`config.mk`:
```
export PLATFORM = sky130hd
export DESIGN_NAME = serial_adder_sub
export DESIGN_NICKNAME = d
export VERILOG_FILES = /design/src/rtl/serial_adder_sub.sv
export SDC_FILE = /design/constraint.sdc
export NUM_CORES = 1
export LEC_CHECK = 0
export ABC_AREA = 1
export BUFFER_PORTS_ARGS = -buffer_cell sky130_fd_sc_hd__buf_4
export CORE_MARGIN = 1
export CORE_UTILIZATION = 41
export CTS_CLUSTER_SIZE = 28
export DETAILED_ROUTE_END_ITERATION = 7
export GPL_TIMING_DRIVEN = 1
export PLACE_DENSITY_LB_ADDON = 0.25
export SLEW_MARGIN = 30
export SYNTH_ARGS = -nofsm -noshare
export SYNTH_HDL_FRONTEND = slang
export SYNTH_SLANG_ARGS = --single-unit
```
`constraint.sdc`:
```
create_clock -name CLK -period 1.55 [get_ports CLK]
set_input_delay 0.155 -clock CLK [delete_from_list [all_inputs] [get_ports CLK]]
set_output_delay 0.155 -clock CLK [all_outputs]
set_load 0.02 [all_outputs]
```
`src/rtl/serial_adder_sub.sv`:
```
// Bit-serial adder/subtractor.
// Each accepted operation ripples one bit per clock through a single
// full-adder slice, LSB first, and publishes S/Cout/Ovf/Zero all at once
// on the final bit so that partial results are never visible.
module serial_adder_sub #(
  parameter int WIDTH = 8
) (
  input  logic             CLK,
  input  logic             RST_N,
  input  logic             Start,
  input  logic [WIDTH-1:0] A,
  input  logic [WIDTH-1:0] B,
  input  logic             Cin,
  input  logic             Sub,
  output logic [WIDTH-1:0] S,
  output logic             Cout,
  output logic             Ovf,
  output logic             Zero,
  output logic             Busy,
  output logic             Done
);

  localparam int CW = (WIDTH > 1) ? $clog2(WIDTH) : 1;
  localparam logic [CW-1:0] LastBit = CW'(WIDTH - 1);

  typedef enum logic {
    IDLE = 1'b0,
    RUN  = 1'b1
  } state_t;

  state_t           state_q, state_d;
  logic [WIDTH-1:0] aReg_q, aReg_d;
  logic [WIDTH-1:0] bReg_q, bReg_d;
  logic [WIDTH-1:0] shift_q, shift_d;
  logic             carry_q, carry_d;
  logic [CW-1:0]    cnt_q, cnt_d;
  logic [WIDTH-1:0] sum_q, sum_d;
  logic             cout_q, cout_d;
  logic             ovf_q, ovf_d;
  logic             zero_q, zero_d;
  logic             done_q, done_d;

  logic             sumBit;
  logic             carryOut;
  logic [WIDTH:0]   shiftWide;

  // Full-adder slice on the current LSBs of the operand registers; the new
  // sum bit enters the shift register from the top so bit 0 ends up at S[0].
  always_comb begin
    sumBit    = aReg_q[0] ^ bReg_q[0] ^ carry_q;
    carryOut  = (aReg_q[0] & bReg_q[0]) | (aReg_q[0] & carry_q) | (bReg_q[0] & carry_q);
    shiftWide = {sumBit, shift_q};
  end

  // Next-state logic: accept in IDLE (B is pre-inverted and the carry seeded
  // for subtraction), one bit per cycle in RUN, publish on the last bit.
  always_comb begin
    state_d = state_q;
    aReg_d  = aReg_q;
    bReg_d  = bReg_q;
    shift_d = shift_q;
    carry_d = carry_q;
    cnt_d   = cnt_q;
    sum_d   = sum_q;
    cout_d  = cout_q;
    ovf_d   = ovf_q;
    zero_d  = zero_q;
    done_d  = 1'b0;
    case (state_q)
      IDLE: begin
        if (Start) begin
          aReg_d  = A;
          bReg_d  = B ^ {WIDTH{Sub}};
          carry_d = Cin ^ Sub;
          cnt_d   = '0;
          shift_d = '0;
          state_d = RUN;
        end
      end
      RUN: begin
        shift_d = shiftWide[WIDTH:1];
        aReg_d  = aReg_q >> 1;
        bReg_d  = bReg_q >> 1;
        carry_d = carryOut;
        cnt_d   = cnt_q + 1'b1;
        if (cnt_q == LastBit) begin
          sum_d   = shiftWide[WIDTH:1];
          cout_d  = carryOut;
          ovf_d   = carry_q ^ carryOut;
          zero_d  = (shiftWide[WIDTH:1] == '0);
          done_d  = 1'b1;
          cnt_d   = '0;
          state_d = IDLE;
        end
      end
      default: state_d = IDLE;
    endcase
  end

  // State and datapath registers; reset leaves the result reading as zero.
  always_ff @(posedge CLK or negedge RST_N) begin
    if (!RST_N) begin
      state_q <= IDLE;
      aReg_q  <= '0;
      bReg_q  <= '0;
      shift_q <= '0;
      carry_q <= 1'b0;
      cnt_q   <= '0;
      sum_q   <= '0;
      cout_q  <= 1'b0;
      ovf_q   <= 1'b0;
      zero_q  <= 1'b1;
      done_q  <= 1'b0;
    end else begin
      state_q <= state_d;
      aReg_q  <= aReg_d;
      bReg_q  <= bReg_d;
      shift_q <= shift_d;
      carry_q <= carry_d;
      cnt_q   <= cnt_d;
      sum_q   <= sum_d;
      cout_q  <= cout_d;
      ovf_q   <= ovf_d;
      zero_q  <= zero_d;
      done_q  <= done_d;
    end
  end

  assign S    = sum_q;
  assign Cout = cout_q;
  assign Ovf  = ovf_q;
  assign Zero = zero_q;
  assign Done = done_q;
  assign Busy = (state_q == RUN);

endmodule
```
# [Yosys cells after proc, flatten, opt, wreduce, memory -nomap -nowiden]
# Index checks and enable logic that the tools add are counted.
[classes] reduce_logical=2 add_sub_neg=1 bitwise=11 mux=16 n_eq_ne=2
[op_table] op="$pmux 8 s2" count=3
[op_table] op="$mux 8" count=3
[op_table] op="$logic_not 8->1" count=1
[op_table] op="$xor 8x8->8" count=1
[op_table] op="$mux 3" count=2
[op_table] op="$pmux 3 s2" count=1
[op_table] op="$mux 1" count=5
[op_table] op="$pmux 1 s2" count=2
[op_table] op="$xor 1x1->1" count=4
[op_table] op="$add 3x1->3 const B" count=1
[op_table] op="$and 1x1->1" count=3
[op_table] op="$eq 3x3->1 const B" count=1
[op_table] op="$ne 2x2->1 const B" count=1
[op_table] op="$or 1x1->1" count=2
[op_table] op="$reduce_and 2->1" count=1
[op_table] op="$not 1->1" count=1
[word_totals] in_bits=21 word_cells=43 out_inout_bits=13 register_bits=41

# [Longest topological paths before layout]
# Gate-level depths: netlist (run 1).
[depth] word_depth=4 depth_mapped=6 ltp_nobuf=6

# [Least setup slack after synthesis (run 1)]
# OpenSTA, ideal clock, no wires.
[synth_timing] path_type="register -> register" start="register cnt_q[0]" end="register sum_q[7], in the netlist S[7]" slack_ps=282 required_ps=1474 setup_ps=76 period_less_slack_ps=1268 n_path_buf=1 arrival_time_ps=1192 path_stages_with_launch=7 path_cell_list="dfrtp_1 -> ha_1 -> ha_1 -> nand2_4 -> buf_2 -> nand2_1 -> o21ai_1"
[synth_between] elab_chain_cells=2
[synth_rtl] item="start: declaration" line_no="36" text="logic [CW-1:0] cnt_q, cnt_d;"
[synth_rtl] item="start signal: assignment" line_no="120" text="cnt_q <= cnt_d;"
[synth_rtl] item="$eq 3x3->1" line_no="86" text="if (cnt_q == LastBit) begin"
[synth_rtl] item="$reduce_and 2->1 (no source line)"
[synth_rtl] item="end signal: assignment" line_no="121" text="sum_q <= sum_d;"
[synth_rtl] item="end: declaration" line_no="37" text="logic [WIDTH-1:0] sum_q, sum_d;"
# No other way between the ends.
# A chain may end at the register's enable or synchronous reset.

# [Worst setup path after layout (run 1)]
[layout_timing] start="register cnt_q[0]" end="register zero_q, in the netlist Zero"
[layout_between] elab_chain_cells=2
[layout_rtl] item="$eq 3x3->1" line_no="86"
[layout_rtl] item="$reduce_and 2->1 (no source line)"
[layout_rtl] item="end signal: assignment" line_no="124" text="zero_q <= zero_d;"
[layout_rtl] item="end: declaration" line_no="40" text="logic zero_q, zero_d;"
# No other way between the ends.

==> results.sh, run 1 <==
export IMPL_cp_required_ps=1770
export IMPL_finish_instance_area_um2=2123
export IMPL_critPathBufInv=1
export IMPL_worstReg2RegEnd="Zero"
export IMPL_ys_seq_area_share_pct=57.67
export IMPL_setup_viol=0
export IMPL_reg2reg_from="cnt_q[0]"
export IMPL_area_growth_syn_to_layout_pct=22.17
export IMPL_rsz0062_at_grt="false"
export IMPL_grt_start_max_net_pins=41
export IMPL_antennaDiodeCount=0
export IMPL_vias=1273
export IMPL_critPathMaxFanout=19
export IMPL_seq_area_um2=1002
export IMPL_synth_top_cells_by_count="52 x nand2_1, 39 x dfrtp_1, 9 x inv_1, 9 x o21ai_0, 9 x xnor2_1"
export IMPL_grt_pass1_vias=1295
export IMPL_outcome="finished clean"
export IMPL_whs_path_depth=3
export IMPL_cts_sinks=40
export IMPL_rr_worst_depth=6
export IMPL_start_util_pct=43.14
export IMPL_cts_buffer_depth=2
export IMPL_synth_most_common_cell="nand2_1"
export IMPL_power_density_nw_per_um2=1857
export IMPL_crit_family="adder cells"
export IMPL_fillers=399
export IMPL_synth_area_leader_cell="dfrtp_1"
export IMPL_ys_flop_type="dfrtp_1"
export IMPL_ctsHoldBuffers=1
export IMPL_slew_violations=0
export IMPL_synth_top_area_share_pct=56.16
export IMPL_die_area_um2=4503
export IMPL_grtUsageTotal_pct=16.71
export IMPL_setup_tns_ps=0
export IMPL_drv_cap=0
export IMPL_drt_pass1_iterations=4
export IMPL_synth_cell_types=25
export IMPL_cp_end_kind="register"
export IMPL_overflow=0
export IMPL_worst_pin_slew_ps=493.1
export IMPL_reg2reg_setup_slack_ps=150
export IMPL_rows=23
export IMPL_post_route_period_util_pct=90.28
export IMPL_drt_initial_drc_count=90
export IMPL_portBuffers=33
export IMPL_globalplace_congestion=0.7160
export IMPL_hpwl_um=2132
export IMPL_p_total_mw=3.942
export IMPL_async_reset_ff_share_pct=100.0
export IMPL_wl_per_cell_um=11.69
export IMPL_grt_pass1_wl_um=5471
export IMPL_ys_warn_count=0
export IMPL_hp_class="primary input to register"
export IMPL_synth_area_top_cells="dfrtp_1 56%, nand2_1 11%, xnor2_1 4.5%, o21ai_0 2.6%, a21boi_1 2.6%"
export IMPL_grt_antenna_before_repair=0
export IMPL_max_slew_margin_pct=67.13
export IMPL_whs_endpoint="aReg_q[6]"
export IMPL_hold_start="A[6]"
export IMPL_slowest_stage="dfrtp_1"
export IMPL_skew_ps=4.351
export IMPL_drc=0
export IMPL_max_freq_ghz=0.7146
export IMPL_cts_root_buf="clkbuf_8"
export IMPL_ys_seq_elements=40
export IMPL_wirelength_um=3099
export IMPL_nNetsFinal=238
export IMPL_drtAntennaViolNets=0
export IMPL_cts_buffers=5
export IMPL_synth_edff_count=0
export IMPL_path_clk_slew_ps=80
export IMPL_drive_gt1_share_pct=23.26
export IMPL_p_leak_nw=1.051
export IMPL_whs_ps=54.60
export IMPL_avgViaCountPerCell=4.804
export IMPL_cts_setup_buffers=0
export IMPL_finalHoldViolCount=0
export IMPL_vdd_drop_max_v=0.0007527
export IMPL_synth_cells=176
export IMPL_crit_type="register to register"
export IMPL_fin_crit_ps=1399
export IMPL_avgSynthCellArea_um2=9.875
export IMPL_clock_latency_ps=290
export IMPL_dpl_cell_area_um2=2021
export IMPL_multiInputGateArea_um2=640.6
export IMPL_io_pins=34
export IMPL_core_area_um2=4029
export IMPL_stdcell_count=265
export IMPL_syn_nets=200
export IMPL_die_w_um=67.11
export IMPL_die_h_um=67.11
export IMPL_synth_area_um2=1738
export IMPL_crit_top_cell="ha_1"
export IMPL_dp_cells=256
export IMPL_ctsResizeCount=0
export IMPL_htree_levels=2
export IMPL_crit_arrival_ps=1620
export IMPL_cpPeakStageDelay_ps=400
export IMPL_cp_cell_sequence="ha_1, ha_1, nand2_4, inv_2, nor2_1, o21bai_1"
export IMPL_worstSetupStartpointType="register"
export IMPL_cts_tree="built"
kinds of logic after synthesis:
family | after synthesis | synth area share (%)
compound gates | 36 | 12.82
simple gates | 70 | 16.92
flops | 40 | 57.67
xor+xnor | 9 | 4.536
fa+ha+maj | 3 | 2.592
buf+inv | 18 | 5.471
worst register-to-register path, stage by stage, from the launching register on:
cell	delay [ps]
dfrtp_1	400
ha_1	200
ha_1	220
nand2_4	190
inv_2	90
nor2_1	90
o21bai_1	120
flip-flops by register name (all words and copies together), names as in the netlist, 3 cells and up:
register and count:
shift_q 7, bReg_q 8, S 8, cnt_q 3, aReg_q 8
per-layer routing:
layer	up-vias	routed length, um	track usage, %
met4	0	63	9.043
met3	7	144	4.281
met2	31	1423	27.38
li1	651	-	-
met5	-	0	0
met1	584	1468	19.91
final cells by class:
cell class	instances	area share, %
flip-flops and latches	40	47.20
multi-input cells	118	30.17
repair buffers	37	13.20
clock buffers	6	3.889
well taps	50	2.946
inverters	12	2.121
clock inverters	2	0.4714
stage by stage:
stage,utilization (%),setup slack [ps]
floorplan,-,281.6
global placement,50.16,210.8
detailed placement,50.16,185.7
CTS,52.70,134.4
global route,52.70,26.23
finish,52.70,150.6
cell usage in the layout (no fill, tap or decap), drive strengths merged:
cell / count
a21boi: 8
a22o: 2
a22oi: 1
buf: 36
clkbuf: 6
clkinv: 3
dfrtp: 39
dfstp: 1
dlygate4sd3: 1
fa: 1
ha: 2
inv: 11
nand2: 54
nand3: 7
nor2: 9
o21ai: 17
o21bai: 1
o22ai: 6
o31ai: 1
xnor2: 9
how the worst max path moves through the flow:
| stage | from | to | slack (ps) | depth (start not counted) |
|---|---|---|---|---|
| 2_1_floorplan | cnt_q[0] | S[7] | 280 | 6 |
| 3_3_place_gp | aReg_q[0] | carry_q | 210 | 4 |
| 3_5_place_dp | cnt_q[0] | Zero | 190 | 6 |
| 4_1_cts | Busy | Busy | 130 | 2 |
| 5_1_grt | Busy | aReg_q[0] | 30 | 5 |
| 6_report | cnt_q[0] | Zero | 150 | 6 |
where the power goes:
| part | internal, mW | switching [mW] | leakage, nW |
|---|---|---|---|
| sequential | 1.46 | 0.247 | 0.521 |
| clock | 0.355 | 0.361 | 0.0510 |
| combinational | 0.662 | 0.854 | 0.479 |
Power figures use the tool's default switching activity.
==> run 2: changes to the inputs <==
--- a/config.mk
+++ b/config.mk
@@ -7,6 +7,7 @@
 export LEC_CHECK = 0
 export ABC_AREA = 1
 export BUFFER_PORTS_ARGS = -buffer_cell sky130_fd_sc_hd__buf_4
+export CORE_ASPECT_RATIO = 0.5
 export CORE_MARGIN = 1
 export CORE_UTILIZATION = 41
 export CTS_CLUSTER_SIZE = 28
==> run 2 against run 1 <==
Against the previous run:
- worst setup slack improved by 0.77 ps
- first-iteration DRC count is 61% lower
- critical path depth did not move
- hold slack gained 1.7 ps
- clock power rose by 18%
- combinational power hardly changed
- maximum frequency hardly changed
- cell count grew 1.1%
- sequential share of layout area down 0.36 points
- largest cell class unchanged
==> results.sh, run 2 (synthesized netlist as in run 1, its figures left out) <==
export IMPL_use_met3_pct=4.921
export IMPL_post_place_ws_ps=173.7
export IMPL_dpl_cell_area_um2=2018
export IMPL_cpPeakStageDelay_ps=410
export IMPL_cts_buffer_depth=2
export IMPL_rsz0062_at_grt="false"
export IMPL_slowest_stage="dfrtp_1"
export IMPL_post_route_period_util_pct=90.23
export IMPL_vias=1266
export IMPL_outcome="finished clean"
export IMPL_cp_cell_sequence="ha_1, ha_1, nand2_4, inv_2, nor2_1, o21bai_1"
export IMPL_rows=16
export IMPL_finish_instance_area_um2=2140
export IMPL_hp_class="primary input to register"
export IMPL_cp_required_ps=1780
export IMPL_worst_pin_slew_ps=502.9
export IMPL_final_common_cell="nand2_1"
export IMPL_drt_initial_drc_count=35
export IMPL_power_density_nw_per_um2=1907
export IMPL_path_clk_slew_ps=80
export IMPL_wirelength_um=3225
export IMPL_vdd_drop_max_v=0.0005388
export IMPL_start_util_pct=43.62
export IMPL_max_freq_ghz=0.7150
export IMPL_cts_tree="built"
export IMPL_crit_top_cell="ha_1"
export IMPL_cts_buffers=5
export IMPL_die_h_um=48.04
export IMPL_stdcell_count=268
export IMPL_cp_end_kind="register"
export IMPL_nNetsFinal=237
export IMPL_drtAntennaViolNets=0
export IMPL_core_area_um2=3984
export IMPL_drv_cap=0
export IMPL_dp_cells=259
export IMPL_cts_root_buf="clkbuf_8"
export IMPL_avgViaCountPerCell=4.724
export IMPL_grtUsageMet2_pct=24.96
export IMPL_drt_pass1_iterations=4
export IMPL_slew_violations=0
export IMPL_drc=0
export IMPL_finalHoldViolCount=0
export IMPL_die_area_um2=4519
export IMPL_worst_slack_ps=151.4
export IMPL_top_usage_layer="met2"
export IMPL_grt_pass1_wl_um=4968
export IMPL_grt_pass1_vias=1106
export IMPL_critPathMaxFanout=19
export IMPL_clock_latency_ps=300
export IMPL_grt_antenna_before_repair=0
export IMPL_skew_ps=6.964
export IMPL_setup_tns_ps=0
export IMPL_crit_family="adder cells"
export IMPL_worstSetupStartpointType="register"
export IMPL_grt_use_met1_pct=18.78
export IMPL_setup_viol=0
export IMPL_crit_type="register to register"
export IMPL_area_growth_syn_to_layout_pct=23.11
export IMPL_seq_area_um2=1002
export IMPL_max_slew_margin_pct=66.47
export IMPL_overflow=0
export IMPL_portBuffers=33
export IMPL_drive_gt1_share_pct=22.90
export IMPL_hpwl_um=2187
export IMPL_critPathBufInv=1
export IMPL_cts_sinks=40
export IMPL_htree_levels=2
export IMPL_fillers=371
export IMPL_globalplace_congestion=0.7188
export IMPL_grtUsageTotal_pct=15.15
export IMPL_wl_per_cell_um=12.03
export IMPL_p_leak_nw=1.049
export IMPL_grt_start_max_net_pins=41
export IMPL_die_w_um=94.08
export IMPL_mostFrequentLayoutCells="52 x nand2_1, 39 x dfrtp_1, 35 x buf_4"
export IMPL_whs_ps=56.26
export IMPL_fin_crit_ps=1399
export IMPL_io_pins=34
export IMPL_multiInputGateArea_um2=640.6
export IMPL_crit_arrival_ps=1630
export IMPL_antennaDiodeCount=0
==> run 2: through the flow <==
stage / total power, mW / utilization [%]
2_1_floorplan: 2.789 / -
3_3_place_gp: 3.220 / 50.66
3_5_place_dp: 3.272 / 50.66
4_1_cts: 4.138 / 53.71
5_1_grt: 4.392 / 53.71
6_report: 4.080 / 53.71
==> run 2: final timing paths <==
check | from | endpoint | slack (ps) | cells after the start
max in group asynchronous | RST_N | aReg_q[0] | 800 | 2
min reg2reg | S[0] | S[0] | 480 | 2
min in group asynchronous | RST_N | S[2] | 390 | 2
min | A[7] | aReg_q[7] | 60 | 3
max reg2reg | cnt_q[0] | Zero | 150 | 6
max | cnt_q[0] | Zero | 150 | 6
==> run 2: layout make-up <==
type / instances / share of cell area, %
Sequential cell: 40 / 46.84
Multi-Input combinational cell: 118 / 29.94
Timing Repair Buffer: 36 / 12.75
Clock buffer: 5 / 3.216
Tap cell: 54 / 3.158
Inverter: 12 / 2.105
Clock inverter: 3 / 1.988
==> run 2: metal layers <==
layer / part of all wire [%] / vias up / routed length [um]
li1: - / 650 / -
met1: 47 / 583 / 1514
met2: 47 / 25 / 1503
met3: 4.8 / 8 / 154
met4: 1.6 / 0 / 53
met5: 0 / - / 0
==> run 2: where the power goes <==
part | switching (mW) | total (mW) | internal, mW
sequential | 0.246 | 1.71 | 1.46
combinational | 0.867 | 1.52 | 0.656
clock | 0.371 | 0.847 | 0.476
total | 1.48 | 4.08 | 2.60
==> run 2: tightest hold or removal path: cells and delay by family <==
kind	cells	cell delay [ps]
buf+inv	1	80
simple gates	2	80
==> run 2: what timing repair did <==
action,4_1_cts,5_1_grt
gates resized for setup,0,0
hold buffers,1,0
setup buffers,0,0
endpoints found under the hold margin,39,0
